[src/rtl/life_cmd_sequencer.sv]
// life_cmd_sequencer: turns SEED/ADVANCE button commands into seed/step handshakes with the Life engine.
// Optional build macro LIFE_SEQ_ABORT_EN: a SEED arriving during an ADVANCE run cuts the run short.
module life_cmd_sequencer #(
  parameter logic [23:0] STEP_GAP_CYCLES = 24'd0
) (
  input  logic        clk,
  input  logic        reset,
  input  logic [2:0]  cmd_i,
  input  logic [31:0] cmd_arg0_i,
  input  logic        cmd_valid_i,
  output logic        seed_start_o,
  output logic [31:0] seed_value_o,
  input  logic        seed_done_i,
  output logic        step_start_o,
  input  logic        step_done_i,
  output logic        busy_o,
  output logic        cmd_dropped_o,
  output logic [31:0] gen_count_o
);

  localparam logic [2:0] CMD_SEED_C    = 3'd1;
  localparam logic [2:0] CMD_ADVANCE_C = 3'd2;
`ifdef LIFE_SEQ_ABORT_EN
  localparam logic ABORT_EN = 1'b1;
`else
  localparam logic ABORT_EN = 1'b0;
`endif

  typedef enum logic [1:0] {
    ST_IDLE      = 2'd0,
    ST_SEED_WAIT = 2'd1,
    ST_STEP_WAIT = 2'd2,
    ST_STEP_GAP  = 2'd3
  } state_t;

  state_t      state_q, state_d;
  logic        pend_valid_q, pend_valid_d;
  logic [2:0]  pend_cmd_q, pend_cmd_d;
  logic [31:0] pend_arg_q, pend_arg_d;
  logic [31:0] seed_value_q, seed_value_d;
  logic [31:0] gen_count_q, gen_count_d;
  logic [31:0] remaining_q, remaining_d;
  logic [23:0] gap_cnt_q, gap_cnt_d;
  logic        seed_start_q, seed_start_d;
  logic        step_start_q, step_start_d;
  logic        dropped_q, dropped_d;
  logic        busy_q, busy_d;

  logic        cmd_known_s;
  logic        in_run_s;
  logic        abort_s;
  logic        launch_s;
  logic [2:0]  launch_cmd_s;
  logic [31:0] launch_arg_s;

  assign cmd_known_s = cmd_valid_i & ((cmd_i == CMD_SEED_C) | (cmd_i == CMD_ADVANCE_C));
  assign in_run_s    = (state_q == ST_STEP_WAIT) | (state_q == ST_STEP_GAP);
  assign abort_s     = ABORT_EN & cmd_known_s & (cmd_i == CMD_SEED_C) & in_run_s;

  // Next-state, pending-slot and start-pulse logic.
  always_comb begin
    state_d      = state_q;
    pend_valid_d = pend_valid_q;
    pend_cmd_d   = pend_cmd_q;
    pend_arg_d   = pend_arg_q;
    seed_value_d = seed_value_q;
    gen_count_d  = gen_count_q;
    remaining_d  = remaining_q;
    gap_cnt_d    = gap_cnt_q;
    seed_start_d = 1'b0;
    step_start_d = 1'b0;
    dropped_d    = 1'b0;
    launch_s     = 1'b0;
    launch_cmd_s = cmd_i;
    launch_arg_s = cmd_arg0_i;

    case (state_q)
      ST_IDLE: begin
        // A parked command always has priority over a fresh one.
        if (pend_valid_q) begin
          launch_s     = 1'b1;
          launch_cmd_s = pend_cmd_q;
          launch_arg_s = pend_arg_q;
          pend_valid_d = 1'b0;
        end else begin
          launch_s = cmd_known_s;
        end
      end
      ST_SEED_WAIT: begin
        if (seed_done_i) begin
          gen_count_d = 32'd0;
          state_d     = ST_IDLE;
        end else begin
          state_d = ST_SEED_WAIT;
        end
      end
      ST_STEP_WAIT: begin
        if (step_done_i) begin
          gen_count_d = gen_count_q + 32'd1;
          if (abort_s || (remaining_q <= 32'd1)) begin
            remaining_d = 32'd0;
            state_d     = ST_IDLE;
          end else begin
            remaining_d = remaining_q - 32'd1;
            if (STEP_GAP_CYCLES == 24'd0) begin
              step_start_d = 1'b1;
            end else begin
              state_d   = ST_STEP_GAP;
              gap_cnt_d = STEP_GAP_CYCLES - 24'd1;
            end
          end
        end else if (abort_s) begin
          remaining_d = 32'd0;
        end else begin
          state_d = ST_STEP_WAIT;
        end
      end
      ST_STEP_GAP: begin
        if (abort_s) begin
          remaining_d = 32'd0;
          state_d     = ST_IDLE;
        end else if (gap_cnt_q == 24'd0) begin
          step_start_d = 1'b1;
          state_d      = ST_STEP_WAIT;
        end else begin
          gap_cnt_d = gap_cnt_q - 24'd1;
        end
      end
      default: begin
        state_d = ST_IDLE;
      end
    endcase

    // Commands not launched directly go to the single pending slot or are dropped.
    if (cmd_known_s && !((state_q == ST_IDLE) && !pend_valid_q)) begin
      if (abort_s || !pend_valid_q) begin
        pend_valid_d = 1'b1;
        pend_cmd_d   = cmd_i;
        pend_arg_d   = cmd_arg0_i;
      end else begin
        dropped_d = 1'b1;
      end
    end else begin
      dropped_d = 1'b0;
    end

    if (launch_s) begin
      if (launch_cmd_s == CMD_SEED_C) begin
        seed_value_d = launch_arg_s;
        seed_start_d = 1'b1;
        state_d      = ST_SEED_WAIT;
      end else if (launch_arg_s != 32'd0) begin
        remaining_d  = launch_arg_s;
        step_start_d = 1'b1;
        state_d      = ST_STEP_WAIT;
      end else begin
        state_d = ST_IDLE;
      end
    end else begin
      launch_cmd_s = launch_cmd_s;
    end

    busy_d = (state_d != ST_IDLE) | pend_valid_d;
  end

  // State and registered outputs.
  always_ff @(posedge clk or posedge reset) begin
    if (reset) begin
      state_q      <= ST_IDLE;
      pend_valid_q <= 1'b0;
      pend_cmd_q   <= 3'd0;
      pend_arg_q   <= 32'd0;
      seed_value_q <= 32'd0;
      gen_count_q  <= 32'd0;
      remaining_q  <= 32'd0;
      gap_cnt_q    <= 24'd0;
      seed_start_q <= 1'b0;
      step_start_q <= 1'b0;
      dropped_q    <= 1'b0;
      busy_q       <= 1'b0;
    end else begin
      state_q      <= state_d;
      pend_valid_q <= pend_valid_d;
      pend_cmd_q   <= pend_cmd_d;
      pend_arg_q   <= pend_arg_d;
      seed_value_q <= seed_value_d;
      gen_count_q  <= gen_count_d;
      remaining_q  <= remaining_d;
      gap_cnt_q    <= gap_cnt_d;
      seed_start_q <= seed_start_d;
      step_start_q <= step_start_d;
      dropped_q    <= dropped_d;
      busy_q       <= busy_d;
    end
  end

  assign seed_start_o  = seed_start_q;
  assign seed_value_o  = seed_value_q;
  assign step_start_o  = step_start_q;
  assign busy_o        = busy_q;
  assign cmd_dropped_o = dropped_q;
  assign gen_count_o   = gen_count_q;

endmodule
[config.mk]
export PLATFORM = sky130hd
export DESIGN_NAME = life_cmd_sequencer
export DESIGN_NICKNAME = d
export VERILOG_FILES = /design/src/rtl/life_cmd_sequencer.sv
export SDC_FILE = /design/constraint.sdc
export NUM_CORES = 1
export LEC_CHECK = 0
export CORE_MARGIN = 2
export CORE_UTILIZATION = 55
export CTS_BUF_LIST = sky130_fd_sc_hd__clkbuf_8
export CTS_CLUSTER_SIZE = 30
export DETAILED_ROUTE_END_ITERATION = 10
export GPL_ROUTABILITY_DRIVEN = 0
export GPL_TIMING_DRIVEN = 0
export PLACE_DENSITY_LB_ADDON = 0.3
export SYNTH_ARGS = -nofsm -noshare
export SYNTH_HDL_FRONTEND = slang
export SYNTH_SLANG_ARGS = --single-unit
[constraint.sdc]
create_clock -name clk -period 6.02 [get_ports clk]
set_input_delay 0.602 -clock clk [delete_from_list [all_inputs] [get_ports clk]]
set_output_delay 0.602 -clock clk [all_outputs]
set_load 0.02 [all_outputs]
[After elaboration in Yosys (flattened, before gate mapping)]
Index checks and enable logic that the tools add are counted.
Storage, ports and cells
  memories: 0
  memory bits (writable): 0
  register bits: 162
  logic and storage cells: 77
  bits in latches: 0
  ROM bits: 0
Cells by class
  add/subtract/negate cells: 3
  $lt $le $gt $ge: 1
  div/mod/pow operators: 0
  mux-type cells: 37
  reduce and logical (&&, ||, !) cells: 12
  shifts and indexed selects: 0
  multipliers: 0
  bitwise gates (word level): 4
  eq/ne operators: 8
Operators with widths (count)
  32-bit 2-to-1 mux: 10
  32-bit one-hot mux with 2 select lines: 1
  32-bit by 1-bit adder with 32-bit output (second input constant): 1
  32-bit by 1-bit <= comparator with 1-bit output (second input constant): 1
  32-bit nonzero test: 1
  32-bit by 1-bit subtractor with 32-bit output (second input constant): 1
  24-bit logical NOT: 1
  24-bit by 1-bit subtractor with 24-bit output (second input constant): 1
  1-bit 2-to-1 mux: 16
  2-bit 2-to-1 mux: 6
  3-bit by 1-bit equality test with 1-bit output (second input constant): 2
  3-bit 2-to-1 mux: 2
  2-bit one-hot mux with 3 select lines: 1
  2-bit equality test (second input constant): 2
  2-bit inequality test (second input constant): 2
  2-bit AND reduction: 2
  2-bit nonzero test: 2
  3-bit by 2-bit equality test with 1-bit output (second input constant): 1
  3-bit AND reduction: 1
  2-bit by 1-bit equality test with 1-bit output (second input constant): 1
  1-bit logical AND: 2
  1-bit logical NOT: 2
  2-bit logical NOT: 1
  1-bit OR: 2
  other kinds (3): 3

[Longest topological paths before layout]
Gate-level depths: netlist (run 1).
  depth after elaboration: 8
  mapped depth: 10

[Least setup slack after synthesis (run 1)]
Ideal clock, no wire load.
  kind: flip-flop to flip-flop
  from: register remaining_q[14]
  to: register remaining_q[28]
  setup time: 134 ps
  path buffers: 1
  slack: 3491 ps
  cell stages (with the launch flop): 8
  data arrival time: 2395 ps
  cell sequence: dfrtp_1 or4_4 or4_4 or4b_1 buf_2 nor4_4 xnor2_1 o22ai_2
Between the ends
  word-level cells in the longest chain between the ends: 7
  elaborated cells on any way between the ends: 8
  classes of those cells: add/sub (1); order compare (1); mux (6)
RTL lines
  start: declaration: RTL line 42  | logic [31:0] remaining_q, remaining_d;
  start signal: assignment: RTL line 188  | remaining_q <= remaining_d;
  32-bit by 1-bit subtractor with 32-bit output or 32-bit by 1-bit <= comparator with 1-bit output (tied branches): RTL line 104, 100
  32-bit 2-to-1 mux *: RTL line 100  | if (abort_s || (remaining_q <= 32'd1)) begin
  32-bit 2-to-1 mux *: RTL line 98  | if (step_done_i) begin
  32-bit 2-to-1 mux *
  32-bit 2-to-1 mux: RTL line 152  | end else if (launch_arg_s != 32'd0) begin
  32-bit 2-to-1 mux: RTL line 148  | if (launch_cmd_s == CMD_SEED_C) begin
  32-bit 2-to-1 mux *: RTL line 147  | if (launch_s) begin
  via remaining_d[28]: RTL line 42
Mark *: on every way through the listed nets, which the timed path passes. The rest lies on a longest branch.
A chain may end at the register's enable or synchronous reset.

[Worst setup path after layout (run 1)]
  from: register state_q[0]
  to: register seed_value_q[14] (netlist: seed_value_o[14])
Between the ends
  word-level cells in the longest chain between the ends: 4
  elaborated cells on any way between the ends: 6
  classes of those cells: eq/ne (1); mux (3); reduce/logical (2)
RTL lines
  start: declaration: RTL line 36  | state_t state_q, state_d;
  start signal: assignment: RTL line 182  | state_q <= state_d;
  2-bit logical NOT *: RTL line 77  | case (state_q)
  3-bit 2-to-1 mux: RTL line 77
  3-bit by 1-bit equality test with 1-bit output: RTL line 148
  2-bit AND reduction (no source line)
  end signal: assignment: RTL line 186  | seed_value_q <= seed_value_d;
  end: declaration: RTL line 40  | logic [31:0] seed_value_q, seed_value_d;
Mark *: on every way between the ends. The rest lies on a longest branch, timed or not.

==> impl_metrics.yaml, run 1 <==
status:
  outcome: "complete, no violations"
sta:
  fin_crit_ns: 3.24
  fmax_mhz: 309
  setup_tns_ns: 0
  setup_viol: 0
  hold_violations: 0
  rsz0062_at_grt: "false"
  finClkSkew_ns: 0.00800
  finalCritPeriodShare_pct: 53.7
  finalMaxSlewViolations: 0
  holdWs_ns: 0.475
  worst_pin_slew_ns: 1.31
  slew_headroom_pct: 11.8
clock_network:
  numCtsBuffers: 17
  postCtsSetupRepairBufs: 0
  cts_resized: 0
  cts_max_level: 4
  clk_pin_slew_ns: 0.08
  hold_buffers: 0
  cts_buffer_depth: 2
  cts_tree: "done"
  clock_sinks: 162
  root_buffer: "clkbuf_8"
  clkLatencyLatePin_ns: 0.46
synth:
  yosysMostFrequentCell: "dfrtp_1"
  synth_seq_cells: 162
  ys.flop_type: "dfrtp_1"
  yosys.area.top_type: "dfrtp_1"
  syn_inst: 705
  synth.top_cells.by_area: "dfrtp_1 54%, xor2_1 5.2%, mux2_2 5.1%"
  syn_nets: 749
  synthTopCellsByCount: "162 x dfrtp_1, 94 x nor2_1, 45 x xor2_1"
  synth_top_area_share_pct: 53.6
  synth.distinct_cells: 48
  syn-cell-area_um2: 7560
  avgSynthCellArea_um2: 10.7
  synthArstFlopShare_pct: 100
  ys_seq_area_share_pct: 53.6
  yosys_warnings: 0
  synth_edf_count: 0
global_routing:
  grt_pass1_vias: 5987
  grt_usage_pct: 25.5
  grt_max_degree: 96
  antenna_found_initial: 0
  grt_pass1_wl_um: 29300
  overflow: 0
critical_path:
  crit_type: "flip-flop to flip-flop"
  cp_data_arrival_time_ns: 3.62
  start_kind: "flip-flop"
  required_ns: 6.40
  timing.reg2reg.setup_slack_ns: 2.78
  end_kind: "flip-flop"
  rr_endpoint: "seed_value_o[14]"
  rr_startpoint: "state_q[0]"
  reg2reg_depth: 8
  crit_fanout: 10
cells_and_area:
  final_util_pct: 69.9
  area_growth_pct: 23.3
  layout.cells.non_filler: 1020
  drive_gt1_share_pct: 9.24
  n_fill_cell: 1008
  n_antenna_cell: 0
  seq_area_um2: 4050
  nNetsFinal: 876
  multi_input_area_um2: 3340
die:
  fp.dieW_um: 121
  rows: 42
  die_area_um2: 14700
  core-area_um2: 13300
  die_y_um: 121
  io_pins: 108
  initial_core_util_pct: 56.7
min_path:
  hold_depth: 1
  hold_path_class: "flip-flop to flip-flop"
  hp-start: "gap_cnt_q[23]"
  holdPathEnd: "gap_cnt_q[23]"
place:
  dp_hpwl_um: 12900
  portBuffers: 107
  post-place-cells: 989
route:
  firstDrtPassIters: 5
  drtIter0Drc: 563
  drc: 0
  wl_per_cell_um: 17.4
  detail_route.vias_per_cell: 5.85
  via_count: 5964
  routed_wl_um: 17800
  antenna_left: 0
power_and_ir_drop:
  pwr_density_cell_nw_per_um2: 419
  ir_drop_mv: 0.308
  leakagePower_uw: 0.00396
  total_power_uw: 3900
flow_run:
  maxCapViolations: 0
-- worst max-delay path by stage --
| stage | depth (start not counted) | slack, ns | endpoint | start |
|---|---|---|---|---|
| 2_1_floorplan | 1 | 1.04 | busy_o | reset |
| 3_3_place_gp | 2 | -0.88 | seed_value_o[21] | reset |
| 3_5_place_dp | 6 | 2.59 | pend_arg_q[31] | cmd_i[1] |
| 4_1_cts | 8 | 2.80 | seed_value_o[14] | state_q[0] |
| 5_1_grt | 8 | 2.59 | seed_value_o[11] | state_q[0] |
| 6_report | 8 | 2.78 | seed_value_o[14] | state_q[0] |
-- placed cells by master (no fill, tap or decap), drive strengths merged, types with 9 or more instances in the layout --
master	n
nand2	39
and3	9
o22ai	29
clkbuf	39
a21oi	36
inv	13
buf	11
xnor2	36
mux2	34
nor3	17
xor2	45
nand3	23
mux2i	34
nand4	13
clkdlybuf4s50	107
nor4	35
nor2	94
dfrtp	162
-- cell families after synthesis --
group | synth area share (%)
xor+xnor | 9.38
fa+ha+maj | 0.662
mux | 9.56
compound gates | 6.54
flops | 53.6
simple gates | 18.0
buf+inv | 2.23
-- worst max-delay path: stages, from the launching register on --
cell	delay (ns)
dfrtp_1	0.37
clkbuf_1	0.19
nor3_1	1.03
a21oi_1	0.15
nor2_1	0.28
clkbuf_1	0.44
buf_1	0.45
nor2_1	0.09
a21oi_1	0.15
-- routing by layer --
| layer | track usage [%] | vias to the layer above | wire length [µm] |
|---|---|---|---|
| li1 | - | 2750 | - |
| met1 | 33.8 | 2956 | 7730 |
| met2 | 42.0 | 220 | 8860 |
| met3 | 5.45 | 38 | 872 |
| met4 | 8.26 | 0 | 323 |
| met5 | 0 | - | 0 |
-- registers in the layout, summed over array words and instances, names as in the netlist --
name / cells
pend_arg_q: 32
seed_start_o: 1
busy_o: 1
remaining_q: 32
gen_count_o: 32
seed_value_o: 32
pend_cmd_q: 3
pend_valid_q: 1
step_start_o: 1
cmd_dropped_o: 1
gap_cnt_q: 24
state_q: 2
-- power by group --
group          switching (µW)  internal [µW]
logic                     656            631
clock network             386            496
registers                 299           1440
-- cell type report --
type | count | area share [%]
plain buffers | 31 | 1.37
clock buffers | 18 | 2.66
clock inverters | 13 | 2.07
inverters | 11 | 0.496
multi-input cells | 501 | 35.8
flip-flops and latches | 162 | 43.5
well taps | 176 | 2.36
repair buffers | 108 | 11.8
-- stage by stage --
| stage | cell area (µm²) | setup slack [ns] |
|---|---|---|
| after floorplan | 7560 | 1.04 |
| after global placement | 8850 | -0.882 |
| after detailed placement | 8890 | 2.59 |
| after CTS | 9330 | 2.80 |
| after global routing | 9330 | 2.59 |
| final | 9330 | 2.78 |
No activity file was read; power rests on OpenSTA's default activity.
==> run 2, diff against run 1 <==
Settings changed: CORE_UTILIZATION 55 to 51.
Clock period 6.02 ns to 2.6 ns, I/O delays scaled along.
==> run 2 against run 1 <==
Effect of this change: the run now ends with setup timing left; final area up 5.0%; cell count up 2.4%; largest cell class unchanged; clock-buffer cell count up 1; core utilization down 2.5 points; first-iteration DRC count down 25%; wire length up 6.0%; critical path type unchanged; highest routed layer unchanged; sequential share of layout area down 2.1 points; global-route usage down 1.9 points; sequential power up 130%.
==> impl_metrics.yaml, run 2 (synthesis gave the netlist of run 1 again) <==
clock_network:
  hold_buffers: 0
  numCtsBuffers: 17
  cts_max_level: 4
  cts_buffer_depth: 2
  root_buffer: "clkbuf_8"
  clock_sinks: 162
  clkLatencyLatePin_ns: 0.47
  cts_tree: "done"
  clk_pin_slew_ns: 0.08
cells_and_area:
  drive_gt1_share_pct: 15.1
  n_antenna_cell: 0
  layout_common_cells: "162 x dfrtp_1, 107 x clkdlybuf4s50_1, 93 x nor2_1, 45 x xor2_1, 39 x nand2_1"
  nNetsFinal: 891
  area_growth_pct: 29.5
  n_fill_cell: 1096
  fin_area_um2: 9790
  final_common_cell: "dfrtp_1"
  final_util_pct: 67.4
status:
  violations: "setup timing"
  outcome: "complete, but fails checks"
route:
  drtIter0Drc: 420
  wl_met3_um: 759
  drt-met1-wl_um: 8130
  top_layer: "met4"
  detail_route.vias_per_cell: 5.77
  drc: 0
  antenna_left: 0
  wl_met2_um: 9670
  routed_wl_um: 18800
  firstDrtPassIters: 5
  wl_per_cell_um: 18.0
  via_count: 6028
critical_path:
  cp_slowest_cell: "or4_4"
  end_kind: "flip-flop"
  timing.reg2reg.setup_slack_ns: -0.01
  rr_startpoint: "remaining_q[12]"
  rr_endpoint: "remaining_q[21]"
  cp_data_arrival_time_ns: 2.93
  cp_common_cell: "buf_6"
  crit_type: "flip-flop to flip-flop"
  crit_fanout: 5
  cp_slowest_stage_delay_ns: 0.50
  reg2reg_depth: 9
  required_ns: 2.92
  cp_cell_sequence: "or4_4 -> or4_4 -> buf_6 -> nor3_4 -> nand3_2 -> o21ai_4 -> buf_6 -> buf_6 -> o22ai_1"
  start_kind: "flip-flop"
power_and_ir_drop:
  pwr_density_cell_nw_per_um2: 984
  leakagePower_uw: 0.00415
  ir_drop_mv: 0.585
  total_power_uw: 9640
global_routing:
  overflow: 0
  grt_pass1_vias: 6107
  grt_max_degree: 45
  grt_pass1_wl_um: 30000
  antenna_found_initial: 0
  grt_usage_pct: 23.6
flow_run:
  maxCapViolations: 0
place:
  dp_slack_ns: -0.598
  portBuffers: 107
  dpl_cell_area_um2: 8950
  dp_hpwl_um: 13300
die:
  io_pins: 108
  die_y_um: 126
  fp.dieW_um: 126
  die_area_um2: 15800
  core-area_um2: 14500
  rows: 44
  initial_core_util_pct: 52.0
sta:
  slew_headroom_pct: 36.7
  fin_crit_ns: 2.61
  worst_pin_slew_ns: 0.937
  finClkSkew_ns: 0.0107
  finalMaxSlewViolations: 0
  fmax_mhz: 383
  hold_violations: 0
  setup_tns_ns: -0.0118
  finalCritPeriodShare_pct: 100
  setup_ws_ns: -0.0118
  rsz0062_at_grt: "true"
  setup_viol: 1
min_path:
  hold_path_class: "input pin to asynchronous set/reset pin"
==> run 2: layout make-up <==
class,count,area [µm²],share of cell area (%)
flip-flops and latches,162,4050,41.4
multi-input cells,501,3510,35.9
repair buffers,127,1310,13.3
clock buffers,19,262,2.67
clock inverters,13,255,2.61
well taps,184,230,2.35
plain buffers,27,128,1.30
inverters,11,45.0,0.460
==> run 2: how the worst max path moves through the flow <==
| stage | from | end | slack, ns | cells past startpoint |
|---|---|---|---|---|
| after floorplan | remaining_q[14] | remaining_q[28] | 0.07 | 7 |
| after global placement | reset | seed_value_o[21] | -0.94 | 2 |
| after detailed placement | state_q[1] | seed_value_o[9] | -0.60 | 8 |
| after CTS | remaining_q[13] | remaining_q[28] | -0.02 | 7 |
| after global routing | remaining_q[14] | remaining_q[21] | -0.1 | 9 |
| final | remaining_q[12] | remaining_q[21] | -0.01 | 9 |
==> run 2: layer usage <==
layer | up-vias | global-route usage [%]
met2 | 151 | 41.1
met3 | 23 | 5.44
li1 | 2788 | -
met5 | - | 0
met1 | 3066 | 29.5
met4 | 0 | 7.11
==> run 2: what timing repair did <==
action | 4_1_cts | 5_1_grt
gates resized for setup | 20 | 33
setup endpoints to repair | 96 | 90
pin swaps | 8 | 8
hold endpoints to repair | 0 | 0
cloned | 0 | 2
setup buffers | 9 | 5
==> run 2: where the power goes <==
group	total, µW	internal, µW	switching, µW
clock	2330	1390	938
combinational	3260	1620	1650
sequential	4050	3320	725
total	9640	6330	3310
==> run 2: critical path: cells and delay by family (launching register included) <==
kind | cells | cell delay, ns
compound gates | 2 | 0.28
simple gates | 4 | 1.32
flops | 1 | 0.43
buf+inv | 3 | 0.42
==> run 2: metrics by stage <==
step           hold slack [ns]  cells
3_3_place_gp             0.455    996
3_5_place_dp             0.466   1000
4_1_cts                  0.229   1040
5_1_grt                  0.265   1044
2_1_floorplan            0.412    705
6_report                 0.225   1044
==> run 3, diff against run 2 <==
Settings changed: CAP_MARGIN from default to 20.
==> run 3 against run 2 <==
Effect of this change: the run still ends with setup timing left; combinational power is essentially flat; fmax is essentially flat; wire length shrank 0.64%; critical path type unchanged; highest routed layer unchanged.
==> impl_metrics.yaml, run 3 (synthesis gave the netlist of run 1 again) <==
sta:
  setup_tns_ns: -0.0505
  hold_violations: 0
  finClkSkew_ns: 0.0110
  fmax_mhz: 383
  setup_ws_ns: -0.0139
  rsz0062_at_grt: "true"
  slew_headroom_pct: 50.6
  finalCritPeriodShare_pct: 101
  finalMaxSlewViolations: 0
  worst_pin_slew_ns: 0.741
  setup_viol: 7
  fin_crit_ns: 2.61
cells_and_area:
  nNetsFinal: 890
  drive_gt1_share_pct: 15.6
  final_common_cell: "dfrtp_1"
  n_fill_cell: 1106
  layout_common_cells: "162 x dfrtp_1, 107 x clkdlybuf4s50_1, 93 x nor2_1, 44 x xor2_1, 39 x nand2_1"
  n_antenna_cell: 0
  area_growth_pct: 28.4
critical_path:
  end_kind: "flip-flop"
  cp_slowest_cell: "or4_4"
  cp_data_arrival_time_ns: 2.94
  start_kind: "flip-flop"
  crit_fanout: 7
  cp_cell_sequence: "or4_4 -> or4_4 -> buf_6 -> nor3_4 -> nand3_2 -> o21ai_4 -> buf_6 -> o22ai_2"
  required_ns: 2.93
  crit_type: "flip-flop to flip-flop"
  cp_slowest_stage_delay_ns: 0.50
status:
  outcome: "complete, but fails checks"
  violations: "setup timing"
clock_network:
  cts_max_level: 4
  root_buffer: "clkbuf_8"
  cts_buffer_depth: 2
  clock_sinks: 162
  cts_tree: "done"
  clk_pin_slew_ns: 0.08
  numCtsBuffers: 17
  clkLatencyLatePin_ns: 0.48
place:
  dp_hpwl_um: 13300
  portBuffers: 107
min_path:
  hold_path_class: "input pin to asynchronous set/reset pin"
route:
  antenna_left: 0
  firstDrtPassIters: 4
  drc: 0
  routed_wl_um: 18700
  drtIter0Drc: 464
  detail_route.vias_per_cell: 5.70
  wl_per_cell_um: 18.0
  via_count: 5944
power_and_ir_drop:
  pwr_density_cell_nw_per_um2: 954
  total_power_uw: 9260
  ir_drop_mv: 0.671
  leakagePower_uw: 0.00412
die:
  rows: 44
  initial_core_util_pct: 52.0
  core-area_um2: 14500
  fp.dieW_um: 126
  io_pins: 108
  die_area_um2: 15800
  die_y_um: 126
global_routing:
  overflow: 0
  grt_pass1_vias: 6140
  antenna_found_initial: 0
  grt_max_degree: 45
  grt_pass1_wl_um: 30400
  grt_usage_pct: 24.0
flow_run:
  maxCapViolations: 0
run 3: cell types whose count changed in the layout (fill, tap and decap cells not counted), sizes merged:
cell and change:
clkinv +2, clkbuf +1, bufinv -4, clkinvlp -1, inv +1
run 3: worst paths after layout:
kind | endpoint | slack, ns | startpoint | cells after the start
worst max-delay path | remaining_q[10] | -0.01 | remaining_q[12] | 8
worst min-delay path | seed_value_o[3] | 0.22 | reset | 2
worst max register to register | remaining_q[10] | -0.01 | remaining_q[12] | 8
worst min register to register | gap_cnt_q[8] | 0.48 | gap_cnt_q[8] | 1
max in group asynchronous | seed_value_o[20] | 1.33 | reset | 5
min in group clk | cmd_dropped_o | 0.42 | cmd_valid_i | 3
run 3: area by class of cell:
class	count	area [µm²]	share of cell area, %
plain buffers	26	124	1.28
clock buffers	21	289	2.98
clock inverters	11	134	1.38
inverters	11	45.0	0.464
multi-input cells	501	3540	36.5
flip-flops and latches	162	4050	41.7
well taps	184	230	2.37
repair buffers	127	1290	13.3
run 3: per-stage QoR:
stage                     hold slack [ns]  std cells  setup WS, ns  utilization [%]  instance area, µm²
after global routing                0.278       1043       -0.0980             66.8                9710
after CTS                           0.231       1041       -0.0157             65.8                9560
after detailed placement            0.463       1001        -0.577             61.7                8960
after floorplan                     0.412        705        0.0711                -                7570
after global placement              0.455        996        -0.939             61.0                8870
final                               0.221       1043       -0.0139             66.8                9710
run 3: timing repair:
action / in CTS / in global routing
pin swaps: 9 / 9
buffers inserted: 9 / 4
endpoints found under the setup margin: 83 / 77
hold buffers: 0 / 0
gates resized for setup: 24 / 30
cloned: 0 / 2
run 3: power by group:
group / internal (µW) / switching [µW]
Sequential: 3330 / 719
Combinational: 1620 / 1640
Clock: 1040 / 915
Total: 5990 / 3280
run 3: layer usage:
layer	share of wire [%]	vias up	track usage, %
met5	0	-	0
met4	2.8	0	9.70
met3	3.6	39	4.72
met2	50	150	40.7
met1	43	2982	30.5
li1	-	2773	-
run 3: critical path: cells and delay by family, from the launching register on:
kind                   cells  cell delay, ns
and+or+nand+nor            4            1.31
DFF                        1            0.43
AOI/OAI and AO/OA          2            0.38
buffers and inverters      2            0.35
==> RTL change: new RTL, settings of run 3 <==
The output `busy_o` loses its register stage (`busy_q` becomes a continuous assignment).
--- a/src/rtl/life_cmd_sequencer.sv
+++ b/src/rtl/life_cmd_sequencer.sv
@@ -178,5 +178,4 @@
       step_start_q <= 1'b0;
       dropped_q    <= 1'b0;
-      busy_q       <= 1'b0;
     end else begin
       state_q      <= state_d;
@@ -191,7 +190,8 @@
       step_start_q <= step_start_d;
       dropped_q    <= dropped_d;
-      busy_q       <= busy_d;
     end
   end
+
+  assign busy_q = busy_d;
 
   assign seed_start_o  = seed_start_q;
Function: changed (Yosys sat finds a counterexample within 4 cycles, from zero or initial values and one cycle with reset high).
==> RTL change against run 3 <==
- the flow still finishes with violations (negative setup slack)
- non-clock buffer count is 4 lower
- sequential cell count shrank 1
- count of clock-buffer cells in the layout shrank 2
- via count up 1.1%
- cell area down 1.9%
- fmax decreased by 15%
- total power decreased by 1.8%
- combinational power decreased by 4%
- routed wire length shrank 1.5%
- setup slack lost 460 ps
- synthesized area shrank 0.33%
- sequential power about the same
- critical path type is now reg -> out
- critical endpoint is now busy_o
==> RTL change: results (changes against run 3) <==
status: "finished, violations left"
failed_checks: "negative setup slack"
setup_viol_count_final: 22  # +15
synthAdderAreaFrac: 0.00664  # +0.0000220
fillers: 1128  # +2.0%
ys_seq_area_frac: 0.535  # -0.00154
r2r_slack_ps: -180  # -170 ps
via_count: 6012  # +1.1%
fin_skew_ps: 10.1  # -0.889 ps
powerDensity_nw_per_um2: 954  # about the same
synth_compound_area_frac: 0.0656  # +0.000217
drive_above_1_share: 0.132  # -0.0237
worst_pin_slew_ps: 972  # +231 ps
final_cells: 1038  # -0.48%
synthCells: 704  # -0.14%
placed_cell_area_um2: 8910  # -0.53%
clk_latency_ps: 450  # -30 ps
crit_path_start: "remaining_q[14]"
grt_pass1_vias: 6151  # +0.18%
place_ws_ps: -899  # -322 ps
syn_nets: 748  # -0.13%
dp_hpwl_um: 13100  # -1.7%
synth-xor-area-share: 0.0941  # +0.000311
synth.area.top_cells: "dfrtp_1, xor2_1, mux2_2"
grt.total_usage: 0.238  # -0.00175
worst_slack_ps: -470  # -456 ps
crit_arrival_ps: 2810  # -130 ps
ys_top_cells_by_count: "dfrtp_1, nor2_1, xor2_1"
avgRoutedWirePerCell_um: 17.8  # -1.1%
nNetsFinal: 885  # -0.56%
-- RTL change: cell types whose count changed after synthesis --
cell / run 3 / this run
dfrtp_1: 162 / 161
-- RTL change: routing by layer --
metal / GRT usage / part of all wire
met1: 0.311 / 0.43
met2: 0.404 / 0.51
met3: 0.0436 / 0.046
met4: 0.0778 / 0.014
met5: 0 / 0
-- RTL change: path summary, 6_finish.rpt --
check	cells after the start	end
setup / recovery	7	busy_o
hold / removal	2	pend_arg_q[12]
setup reg to reg	8	remaining_q[28]
hold reg to reg	1	gap_cnt_q[23]
max in group asynchronous	3	state_q[0]
min in group clk	3	cmd_dropped_o
-- RTL change: per-stage QoR --
step                TNS (ps)  total power, uW
floorplan                  0             5780
CTS                    -5290             9050
global route           -5990             9580
global placement     -189130             6810
finish                 -3430             9090
detailed placement    -26810             7000
-- RTL change: area by class of cell --
cell class / count / area share
inverters: 11 / 0.00473
multi-input cells: 501 / 0.364
well taps: 184 / 0.0242
flip-flops and latches: 161 / 0.423
plain buffers: 29 / 0.0137
repair buffers: 120 / 0.127
clock inverters: 13 / 0.0168
clock buffers: 19 / 0.0274
-- RTL change: logic make-up after synthesis --
logic type                 after synthesis
AOI/OAI and AO/OA                       82
muxes                                   68
adders and majority gates                4
xor gates and xnor gates                81
and+or+nand+nor                        266
DFF                                    161
buffers and inverters                   42
-- RTL change: report_power, final --
group / internal [uW] / switching, uW
sequential: 3310 / 719
clock: 1000 / 933
combinational: 1550 / 1590
-- RTL change: timing repair --
item,in CTS,in global routing
setup endpoints to repair,90,92
pin swaps,8,5
gates cloned,0,0
resized for setup,24,11
setup buffers,8,1
-- RTL change: worst max-delay path: stages, from the launching register on --
cell	delay, ps
dfrtp_1	390
or4_4	540
or4_4	460
nor3_4	200
and3_1	190
o21ai_2	60
or3_4	380
buf_6	140
